### src/rtl/apb_slave_fifo.sv
// apb_slave_fifo: APB3 completer that buffers DATA register writes in a FIFO drained by a valid/ready sink
module apb_slave_fifo #(
    parameter int ADDR_WIDTH = 8,
    parameter int DATA_WIDTH = 32,
    parameter int FIFO_DEPTH = 4,
    parameter int BASE_ADDR  = 0
) (
    input  logic                  pclk,
    input  logic                  reset,
    input  logic                  psel,
    input  logic                  penable,
    input  logic                  pwrite,
    input  logic [ADDR_WIDTH-1:0] paddr,
    input  logic [DATA_WIDTH-1:0] pwdata,
    output logic [DATA_WIDTH-1:0] prdata,
    output logic                  pready,
    output logic                  pslverr,
    output logic [DATA_WIDTH-1:0] ip_din,
    output logic                  ip_valid,
    input  logic                  ip_ready
);
    localparam int AW = $clog2(FIFO_DEPTH);
    localparam logic [ADDR_WIDTH-1:0] A_DATA = ADDR_WIDTH'(BASE_ADDR);
    localparam logic [ADDR_WIDTH-1:0] A_STAT = ADDR_WIDTH'(BASE_ADDR + 4);
    localparam logic [ADDR_WIDTH-1:0] A_CTRL = ADDR_WIDTH'(BASE_ADDR + 8);

    typedef enum logic [1:0] {IDLE, SETUP, ACCESS} state_t;

    state_t                state_q, state_d;
    logic [DATA_WIDTH-1:0] mem [FIFO_DEPTH];
    logic [AW-1:0]         wptr, rptr;
    logic [AW:0]           count;
    logic                  en, empty, full, access, is_data, is_stat, is_ctrl, err, push, pop;
    logic [DATA_WIDTH-1:0] status, rd_val;

    // decode, handshake outputs and next state; SETUP/ACCESS record that the previous cycle opened or stalled a transfer
    always_comb begin
        empty    = count == '0;
        full     = count == (AW+1)'(FIFO_DEPTH);
        is_data  = paddr == A_DATA;
        is_stat  = paddr == A_STAT;
        is_ctrl  = paddr == A_CTRL;
        access   = psel && penable && state_q != IDLE;
        err      = !(is_data || is_stat || is_ctrl) || (is_data && (!pwrite || !en)) || (is_stat && pwrite);
        pready   = access && !(is_data && pwrite && en && full);
        pslverr  = pready && err;
        push     = pready && pwrite && is_data && en;
        pop      = !empty && ip_ready;
        ip_valid = !empty;
        ip_din   = mem[rptr];
        status   = DATA_WIDTH'({8'(count), 6'b0, full, empty});
        rd_val   = pwrite ? '0 : is_stat ? status : is_ctrl ? DATA_WIDTH'(en) : '0;
        state_d  = !psel ? IDLE : !penable ? SETUP : (access && !pready) ? ACCESS : IDLE;
    end

    // FSM state and read data captured at the end of the setup phase
    always_ff @(posedge pclk or posedge reset) begin
        if (reset) begin
            state_q <= IDLE;
            prdata  <= '0;
        end else begin
            state_q <= state_d;
            if (psel && !penable) prdata <= rd_val;
        end
    end

    // FIFO pointers, occupancy and CTRL.en
    always_ff @(posedge pclk or posedge reset) begin
        if (reset) begin
            wptr  <= '0;
            rptr  <= '0;
            count <= '0;
            en    <= 1'b0;
        end else begin
            if (push) wptr <= wptr + 1'b1;
            if (pop) rptr <= rptr + 1'b1;
            count <= count + (AW+1)'(push) - (AW+1)'(pop);
            if (pready && pwrite && is_ctrl) en <= pwdata[0];
        end
    end

    // FIFO storage; contents are meaningless once count is cleared
    always_ff @(posedge pclk) begin
        if (push) mem[wptr] <= pwdata;
    end
endmodule
### config.mk
export PLATFORM = sky130hd
export DESIGN_NAME = apb_slave_fifo
export DESIGN_NICKNAME = d
export VERILOG_FILES = /design/src/rtl/apb_slave_fifo.sv
export SDC_FILE = /design/constraint.sdc
export NUM_CORES = 1
export LEC_CHECK = 0
export CAP_MARGIN = 20
export CORE_MARGIN = 2
export CORE_UTILIZATION = 41
export CTS_BUF_LIST = sky130_fd_sc_hd__clkbuf_16
export CTS_CLUSTER_DIAMETER = 120
export DETAILED_ROUTE_END_ITERATION = 10
export PLACE_DENSITY_LB_ADDON = 0.12
export SLEW_MARGIN = 0
export SYNTH_ARGS = -nofsm -noshare
export SYNTH_HDL_FRONTEND = slang
export SYNTH_SLANG_ARGS = --single-unit
### constraint.sdc
create_clock -name pclk -period 2.7 [get_ports pclk]
set_clock_uncertainty 0.2 [all_clocks]
set_input_delay 0.27 -clock pclk [delete_from_list [all_inputs] [get_ports pclk]]
set_output_delay 0.27 -clock pclk [all_outputs]
set_load 0.05 [all_outputs]
======== Yosys cells after proc, flatten, opt, wreduce, memory -nomap -nowiden ========
Memories as Yosys holds them, arrays and structs flattened.
Cells that the tools add are included.
word-level totals
  register bits ........................... 42
  logic and storage cells ................. 53
  RAM bits ................................ 128
  memories kept ........................... 1
  bits of input ports ..................... 46
  output and inout bits ................... 67
memories
  name  depth  bits a word  rd ports  clocked after memory_dff  wr ports  RTL line  source
  mem   4      32           1         0                         1         30        logic [DATA_WIDTH-1:0] mem [FIFO_DEPTH];
cells by class
  eq/ne operators ......................... 3
  multiplexer cells ....................... 8
  $add $sub $neg .......................... 4
  reduce and logical (&&, ||, !) cells .... 31
operators by type and width
  kind                                            number
  two-way mux 11 bit                              2
  logical AND 1 bit                               16
  == test 8 x 3 -> 1 bit (second input constant)  1
  == test 8 x 4 -> 1 bit (second input constant)  1
  zero test 8 bit                                 1
  zero test 1 bit                                 7
  two-way mux 2 bit                               3
  logical OR 1 bit                                5
  adder 2 x 1 -> 2 bit (second input constant)    2
  adder 3 x 1 -> 3 bit                            1
  == test 3 bit (second input constant)           1
  zero test 3 bit                                 1
  two-way mux 1 bit                               3
  subtractor 3 x 1 -> 3 bit                       1
  nonzero test 2 bit                              1

======== Longest topological paths before layout ========
  depth after elaboration ................. 11
  gate-level depth with buffers ........... 12
  mapped depth without buffers ............ 11

======== Least setup slack after synthesis ========
Ideal clock, no wire load.
  path kind ............................... input-to-reg
  start point ............................. in paddr[1]
  end point ............................... reg count[2]
  path buffers ............................ 1
  cell stages on the path ................. 12
  data arrival time ....................... 2,349 ps
  setup slack ............................. 25 ps
  cells stage by stage .................... or4_4 nor2_2 and3_1 buf_4 inv_1 ha_1 inv_1 ha_1 inv_1 fa_1 xnor2_1 xnor2_1
between the ends
  word-level cells in the longest chain between the ends .. 11
ends and longest elaborated chain
  what                                 RTL line  source
  from (decl)                          13        input logic [ADDR_WIDTH-1:0] paddr,
  zero test 8 bit (*)                  40        is_data = paddr == A_DATA;
  logical AND 1 bit (3 in series)      45        pready = access && !(is_data && pwrite && en && full);
  zero test 1 bit                      45
  logical AND 1 bit                    45
  logical AND 1 bit                    47        push = pready && pwrite && is_data && en;
  logical AND 1 bit (*) (2 in series)  47
  adder 3 x 1 -> 3 bit (*)             77        count <= count + (AW+1)'(push) - (AW+1)'(pop);
  subtractor 3 x 1 -> 3 bit (*)        77
  to (signal assigned)                 77
  to (decl)                            32        logic [AW:0] count;
Every way passes the cells marked *; elsewhere a longest branch is shown, timed or not.
A chain may end at the register's enable or synchronous reset.

======== Final worst setup path ========
Same ends and word-level chain as after synthesis.

==> metrics.txt <==
complex-gate fraction of the synthesized area=1.20%; Post-route DRC=0; post-synthesis async set-or-reset flop share=10.5%; layout cells sized above 1=30.9%; Reg2Reg Setup Slack=around 200 ps; Setup crit end kind=flop; CTS Root Cell=clkbuf_16; DR WL/cell=17.2 um; Reg2Reg Depth=10; final count of hold timing violations=0; Most used DFF post-synth=edfxtp_1; Post-synth EDFFs=128; Reg clk slew, reported paths=~50 ps; Mapped Area=0.00565 sq mm; multi-input gate area in the final layout=0.00126 sq mm; Synth Warn #=0; largest net degree at the start of global routing=24; r2r startpoint=count[1]; R2R Path End=count[2]; 1st-iter DRT viols=164; combinational power share=34.8%; vias in the first global route=2868; DP Worst Slack=-345 ps; Max Cap Viol=0; Final nets=438; setup ws final=125 ps; post-route ant nets=0; Synth area leaders=edfxtp_1, mux4_2, dfrtp_1, buf_4, ha_1; startpoint types=input pin; post-synthesis mux area share=approximately an eighth; Largest stage delay, worst path=540 ps; fin crit share=a little over nine tenths; Hold Crit Class=input pin to async pin; Total GRT Usage=14.4%; initial antenna violation count=0; Setup CP Type=input pin to flop; Hold Buf Count CTS=0; Top delay family on crit path=simple AND/OR/NAND/NOR gates; DR vias/cell=4.74; DRT Wirelength=between 9 and 10 mm; Synth Area in Simple Gates=3.30%; number of setup violations in the final report=0; fin util=54.8%; NetSw=0.00241 W; Fin Setup TNS=0 ps; via count of the routed design=between 2000 and 3000; Pre-antenna DRT Iters=4; Post-CTS Setup Inserts=0; Worst-Skew Late Latency=410 ps; Initial Util=42.3%; crit path max-delay cell type=or4_4; Sw Ratio=34.0%; Critical Path RT=2790 ps; cells after synthesis=approximately 270; TritonCTS clock tree=yes; Cell Rows=42; dpl cell area=0.00679 sq mm; H-tree levels=4; Area growth syn-to-layout=29.7%; clk buf depth=2; Clock Sinks=143; Max Clk Rate=a little under 400 MHz; Max FO, Critical Path=2; Worst-Margin Slew=around 570 ps; P_int=0.00468 W; Unique masters post-synth=34; remaining global-route overflow=0; most numerous cell in the Yosys netlist=edfxtp_1; most common library cells after synthesis=edfxtp_1, mux4_2, buf_4; Post-Synth XOR/XNOR Area=less than 1%; final slew viol count=0; CP bufs+invs=4; CTS Buf Count=17; final-layout fill cell count=~1100; RSZ-0062 raised after global routing=no; outcome=complete, no violations; post-synthesis adder-cell area fraction=1.68%; leak pwr=2.63 nW; Die W=121 um; Clock power frac=approximately 29%; CP cell instances=clkdlybuf4s50_1, or4_4, nor2_2, and3_4, inv_1, ha_1, inv_1, ha_1, inv_1, fa_2, xnor2_2, xnor2_1; sequential share of the synthesized area=between 70 and 80%; syn avg cell area=a little over 20 sq um; crit path DAT=2660 ps; Ports=113; DIE AREA=~0.015 sq mm; Tmin final=2580 ps; sequential share of power=36.6%; largest family of logic cells by synthesized area=multiplexers; number of synthesized register bits=143; Sequential Area=0.00422 sq mm; Port Buffers=85; Detailed Place HPWL=approximately 6.2 mm; largest area contributor in the synthesized netlist=edfxtp_1; design area=roughly 0.0073 sq mm; Slew Limit Headroom=61.6%; core footprint=0.0133 sq mm; worst vdd ir=around 420 uV; total chip power=0.00709 W; PD cells=969 mW/mm^2; Top cell by count, worst path=inv_1; GP Congestion=about 0.78; global-route wire length before repair=15.2 mm; top-area cell type share of the netlist area=68.1%; die height=121 um; Ant. Diodes=0
-- placed cells by master (no fill, tap or decap), types with 2 or more instances in the layout --
master / n
edfxtp_1: 128
clkdlybuf4s50_1: 51
buf_4: 39
mux4_2: 32
conb_1: 27
clkbuf_16: 17
inv_1: 15
dfrtp_1: 13
buf_12: 13
ha_1: 6
nand2_1: 5
clkinv_1: 5
a22o_1: 4
and2_2: 4
nor3_1: 3
nor2_1: 3
xnor2_1: 3
clkinv_2: 3
and2_1: 2
mux2_1: 2
dfrtp_2: 2
-- cell families after synthesis --
logic type / Yosys count
buffers and inverters: 47
AOI/OAI and AO/OA: 9
xor gates and xnor gates: 5
muxes: 34
other: 1
adders and majority gates: 7
DFF: 143
and+or+nand+nor: 28
-- through the flow --
| stage | hold WS [ps] | cells |
|---|---|---|
| 5_1_grt | 89.1 | 574 |
| 3_5_place_dp | 282 | 542 |
| 2_1_floorplan | -28.5 | 300 |
| 3_3_place_gp | 280 | 542 |
| 6_report | 22.6 | 574 |
| 4_1_cts | 33.4 | 574 |
-- registers in the layout, summed over array words and instances, names as in the netlist --
name     cells
prdata       5
rptr         2
count        3
state_q      2
mem        128
wptr         2
en           1
-- worst reg2reg max path, delay by kind of cell (launching register included) --
kind / cells / cell delay (ps)
XOR/XNOR: 2 / 260
adder cells (fa/ha/maj): 3 / 760
buffers and inverters: 3 / 190
flip-flops: 1 / 460
AND/OR/NAND/NOR: 2 / 500
-- layer usage --
metal  vias to the layer above  routed length, um  track usage [%]
met3                        10                585             5.26
met1                      1374               4210             17.5
li1                       1254                  -                -
met4                         0                137             6.90
met2                        80               4920             23.0
met5                         -                  0                0
-- timing repair --
item / CTS / global route
hold endpoints to repair: 0 / 0
endpoints found under the setup margin: 0 / 1
gates resized for setup: 0 / 4
-- power groups by stage --
stage	Clock [W]	Combinational [W]	Sequential [W]
after global placement	0	0.00248	0.00265
after global routing	0.00217	0.00259	0.00262
final	0.00203	0.00247	0.00260
after floorplan	0	0.00185	0.00253
after CTS	0.00209	0.00249	0.00260
after detailed placement	0	0.00248	0.00265
-- layout make-up --
class,instances,share of cell area (%)
Timing Repair Buffer,103,14.5
Sequential cell,143,57.7
Tap cell,176,3.01
Clock inverter,15,1.23
Inverter,10,0.513
Clock buffer,17,5.81
Multi-Input combinational cell,110,17.2
-- worst max-delay path by stage --
stage,from,end,cells past startpoint
floorplan,paddr[1],count[2],12
finish,paddr[1],count[2],12
CTS,paddr[1],count[2],12
global placement,paddr[1],count[2],12
detailed placement,paddr[1],count[2],12
global route,paddr[1],count[2],12
Note: power is estimated with default switching activity, not from simulation.
